`config.mk`:
```
export PLATFORM = sky130hd
export DESIGN_NAME = irq_pending_latch
export DESIGN_NICKNAME = d
export VERILOG_FILES = /design/src/rtl/irq_pending_latch.sv
export SDC_FILE = /design/constraint.sdc
export NUM_CORES = 1
export LEC_CHECK = 0
export ABC_CLOCK_PERIOD_IN_PS = 1530
export CAP_MARGIN = 40
export CELL_PAD_IN_SITES_DETAIL_PLACEMENT = 1
export CELL_PAD_IN_SITES_GLOBAL_PLACEMENT = 1
export CORE_MARGIN = 2
export CORE_UTILIZATION = 33
export CTS_CLUSTER_SIZE = 20
export DETAILED_ROUTE_END_ITERATION = 12
export PLACE_DENSITY = 0.86
export SLEW_MARGIN = 20
export SYNTH_ARGS = -nofsm -noshare
export SYNTH_HDL_FRONTEND = slang
export SYNTH_SLANG_ARGS = --single-unit
export TNS_END_PERCENT = 5
```
`constraint.sdc`:
```
create_clock -name clk -period 1.53 [get_ports clk]
set_input_delay 0.306 -clock clk [delete_from_list [all_inputs] [get_ports clk]]
set_output_delay 0.306 -clock clk [all_outputs]
set_load 0.005 [all_outputs]
```
`src/rtl/irq_pending_latch.sv`:
```
// irq_pending_latch: synchronizes four request lines, latches rising edges
// as sticky pending bits, and presents a masked vector to the encoder.
module irq_pending_latch #(
    parameter int SYNC_STAGES = 2
) (
    input  logic       clk,
    input  logic       rst,
    input  logic [3:0] req_in,
    input  logic       mask_wr,
    input  logic [3:0] mask_wdata,
    input  logic       ack,
    input  logic [1:0] ack_idx,
    input  logic       ovf_clr,
    output logic [3:0] pending,
    output logic       any_pending,
    output logic [3:0] raw_pending,
    output logic [3:0] mask,
    output logic [3:0] ovf,
    output logic       ack_err
);

    logic [3:0] sync [SYNC_STAGES];
    logic [3:0] prev;
    logic [3:0] rise;
    logic [3:0] ack_dec;
    logic [3:0] clr;
    logic [3:0] ovf_set;

    always_ff @(posedge clk or posedge rst) begin
        if (rst) begin
            for (int k = 0; k < SYNC_STAGES; k++) begin
                sync[k] <= '0;
            end
            prev <= '0;
        end else begin
            sync[0] <= req_in;
            for (int k = 1; k < SYNC_STAGES; k++) begin
                sync[k] <= sync[k-1];
            end
            prev <= sync[SYNC_STAGES-1];
        end
    end

    always_comb begin
        rise    = sync[SYNC_STAGES-1] & ~prev;
        ack_dec = ack ? (4'(1) << ack_idx) : 4'b0000;
        clr     = ack_dec & raw_pending;
        ovf_set = rise & raw_pending & ~clr;
    end

    // A new rise wins over a coincident ack or overflow clear.
    always_ff @(posedge clk or posedge rst) begin
        if (rst) begin
            raw_pending <= '0;
            ovf         <= '0;
            mask        <= '0;
            ack_err     <= 1'b0;
        end else begin
            raw_pending <= rise | (raw_pending & ~clr);
            ovf         <= ovf_clr ? ovf_set : (ovf | ovf_set);
            ack_err     <= ack & ~raw_pending[ack_idx];
            if (mask_wr) begin
                mask <= mask_wdata;
            end
        end
    end

    assign pending     = raw_pending & ~mask;
    assign any_pending = |pending;

endmodule

```
==> results_dict.tcl <==
set metrics [dict create \
    ir_worst_vdd_uv 611.1 \
    clk_pin_slew_ns 0.13 \
    ant_nets 0 \
    tns_ns -0.2567 \
    die_w_um 56.40 \
    cp-start-kind "flip-flop" \
    wl_per_cell_um 14.91 \
    syn_area_per_cell_um2 14.85 \
    insertion_delay_ns 0.31 \
    antenna_found_initial 0 \
    worstRegToRegCells 5 \
    diodes 0 \
    syn-instance-count 61 \
    min_period_ns 1.787 \
    clkSinkCount 25 \
    drc 0 \
    ys_warn_count 0 \
    final_common_cell "dfrtp_1" \
    tightest_slew_ns 0.3345 \
    worstPathArrival_ns 1.48 \
    rsz0062_at_grt "yes" \
    grt.total_usage_pct 15.50 \
    dieHeight_um 56.40 \
    overflow 0 \
    skew_ns 0.004791 \
    drv_slew 0 \
    crit_required_ns 1.22 \
    slew_headroom_pct 77.41 \
    fmax_mhz 559.7 \
    ys_seq_elements 25 \
    total_power_mw 1.320 \
    post_drt_via_cell_ratio 4.757 \
    gp_congestion 0.7559 \
    r2r_end "ack_err$_DFF_PP0_" \
    p_leak_nw 0.7353 \
    place_ws_ns -0.2387 \
    final_hold_viol_count 0 \
    slowest_stage "or4_1" \
    r2r_start "raw_pending[0]$_DFF_PP0_" \
    ys_seq_area_share_pct 69.06 \
    grt_pass1_vias 780 \
    power_density_mw_per_mm2 947.6 \
    drv_cap 0 \
    cts_max_path_buffers 2 \
    layout_setup_ws_ns -0.2567 \
    cts_tree "done" \
    wirelength_um 2087 \
    portBuffers 32 \
    synthToLayoutAreaGrowth_pct 53.73 \
    start_util_pct 35.59 \
    synth_cell_type_count 15 \
    critPathCaptureType "output pin" \
    min_path_type "in2async" \
    most-common-layout-cells "25 x dfrtp_1, 14 x clkdlybuf4s50_1, 11 x buf_4" \
    h-tree-depth 1 \
    ios 33 \
    whs_ns 0.3129 \
    place_hpwl_um 1659 \
    first_iter_violations 6 \
    cp_max_fo 2 \
    status "complete, but fails checks" \
    crit_type "reg2out" \
    syn-num-nets 76 \
    grt_pass1_wl_um 3746 \
    cts_made_buffers 3 \
    coreArea_mm2 0.002545 \
    final_nets 126 \
    cpPeakStageDelay_ns 0.50 \
    setup-violations-final 1 \
    vias 666 \
    netlist_area_um2 905.9 \
    cts_root_buffer "clkbuf_4" \
    die_area_mm2 0.003180 \
    rrSetupSlack_ns 0.10 \
    path_cells "nor2b_4 > or4_1 > buf_2" \
    drive_above_1_share_pct 26.36 \
    rows 18 \
    fin_crit_sh_pct 116.8 \
    first_pass_iters 3 \
    violations "setup timing" \
    final_core_util_pct 54.72 \
    grt_max_degree 26 \
]
[Yosys cell counts (all sizes together)]
| master | count | area (µm²) |
|---|---|---|
| o41ai | 4 | 42.55 |
| mux4 | 1 | 22.52 |
| and3b | 2 | 18.77 |
| inv | 9 | 33.78 |
| and3 | 1 | 6.260 |
| or4 | 1 | 7.510 |
| mux2 | 4 | 45.04 |
| nand2b | 4 | 25.02 |
| nor2b | 5 | 46.30 |
| dfrtp | 25 | 625.6 |
| o22ai | 4 | 25.02 |
| nor3b | 1 | 7.510 |
[timing repair]
action                                  in CTS  in global routing
endpoints found under the setup margin      13                  8
resized for setup                           18                  9
setup buffers                                1                  1
pin swaps                                    1                  0
hold buffers                                 0                  0
[sequential cells by signal (all words and copies together), names as in the netlist]
signal and cells:
sync 8, mask 4, ovf 4, prev 4, raw_pending 4, ack_err 1
[per-layer routing]
metal,wire (µm),up-vias,part of all wire [%],GRT usage [%]
met3,152,4,7.3,2.535
met5,0,-,0,0
met2,1036,33,50,26.72
met4,35,0,1.7,7.143
met1,863,323,41,18.87
li1,-,306,-,-
[stage by stage]
| step | cells | instance area, µm² |
|---|---|---|
| 2_1_floorplan | 61 | 905.9 |
| 3_3_place_gp | 134 | 1346 |
| 3_5_place_dp | 134 | 1346 |
| 4_1_cts | 139 | 1368 |
| 5_1_grt | 140 | 1393 |
| 6_report | 140 | 1393 |
[worst max-delay path, delay by kind of cell (launching register included)]
family        cells  cell delay, ns
simple gates      2            0.63
buf+inv           1            0.14
flops             1            0.40
[area by class of cell]
type                            instances  area, µm²
Tap cell                               30      37.54
Clock buffer                            4      26.28
Multi-Input combinational cell         27      249.0
Sequential cell                        25      625.6
Inverter                                9      33.78
Fill cell                             268       1152
Timing Repair Buffer                   45      420.4
[logic make-up after synthesis]
logic type / count (synthesis) / synth area share (%)
buffers and inverters: 9 / 3.729
DFF: 25 / 69.06
muxes: 5 / 7.458
and+or+nand+nor: 14 / 12.29
AOI/OAI and AO/OA: 8 / 7.459
[report_power, final]
group          switching [mW]  internal, mW
clock network           0.186         0.102
registers              0.0313         0.713
logic                   0.104         0.184
total                   0.321         0.998
[worst max path at each step]
stage	startpoint	end	slack, ns	depth (start not counted)
floorplan	raw_pending[2]$_DFF_PP0_	any_pending	0.17	2
global placement	raw_pending[2]$_DFF_PP0_	any_pending	-0.21	3
detailed placement	raw_pending[2]$_DFF_PP0_	any_pending	-0.24	3
CTS	raw_pending[2]$_DFF_PP0_	any_pending	-0.27	3
global route	raw_pending[0]$_DFF_PP0_	any_pending	-0.34	3
finish	raw_pending[0]$_DFF_PP0_	any_pending	-0.26	3
Power figures use the tool's default switching activity.
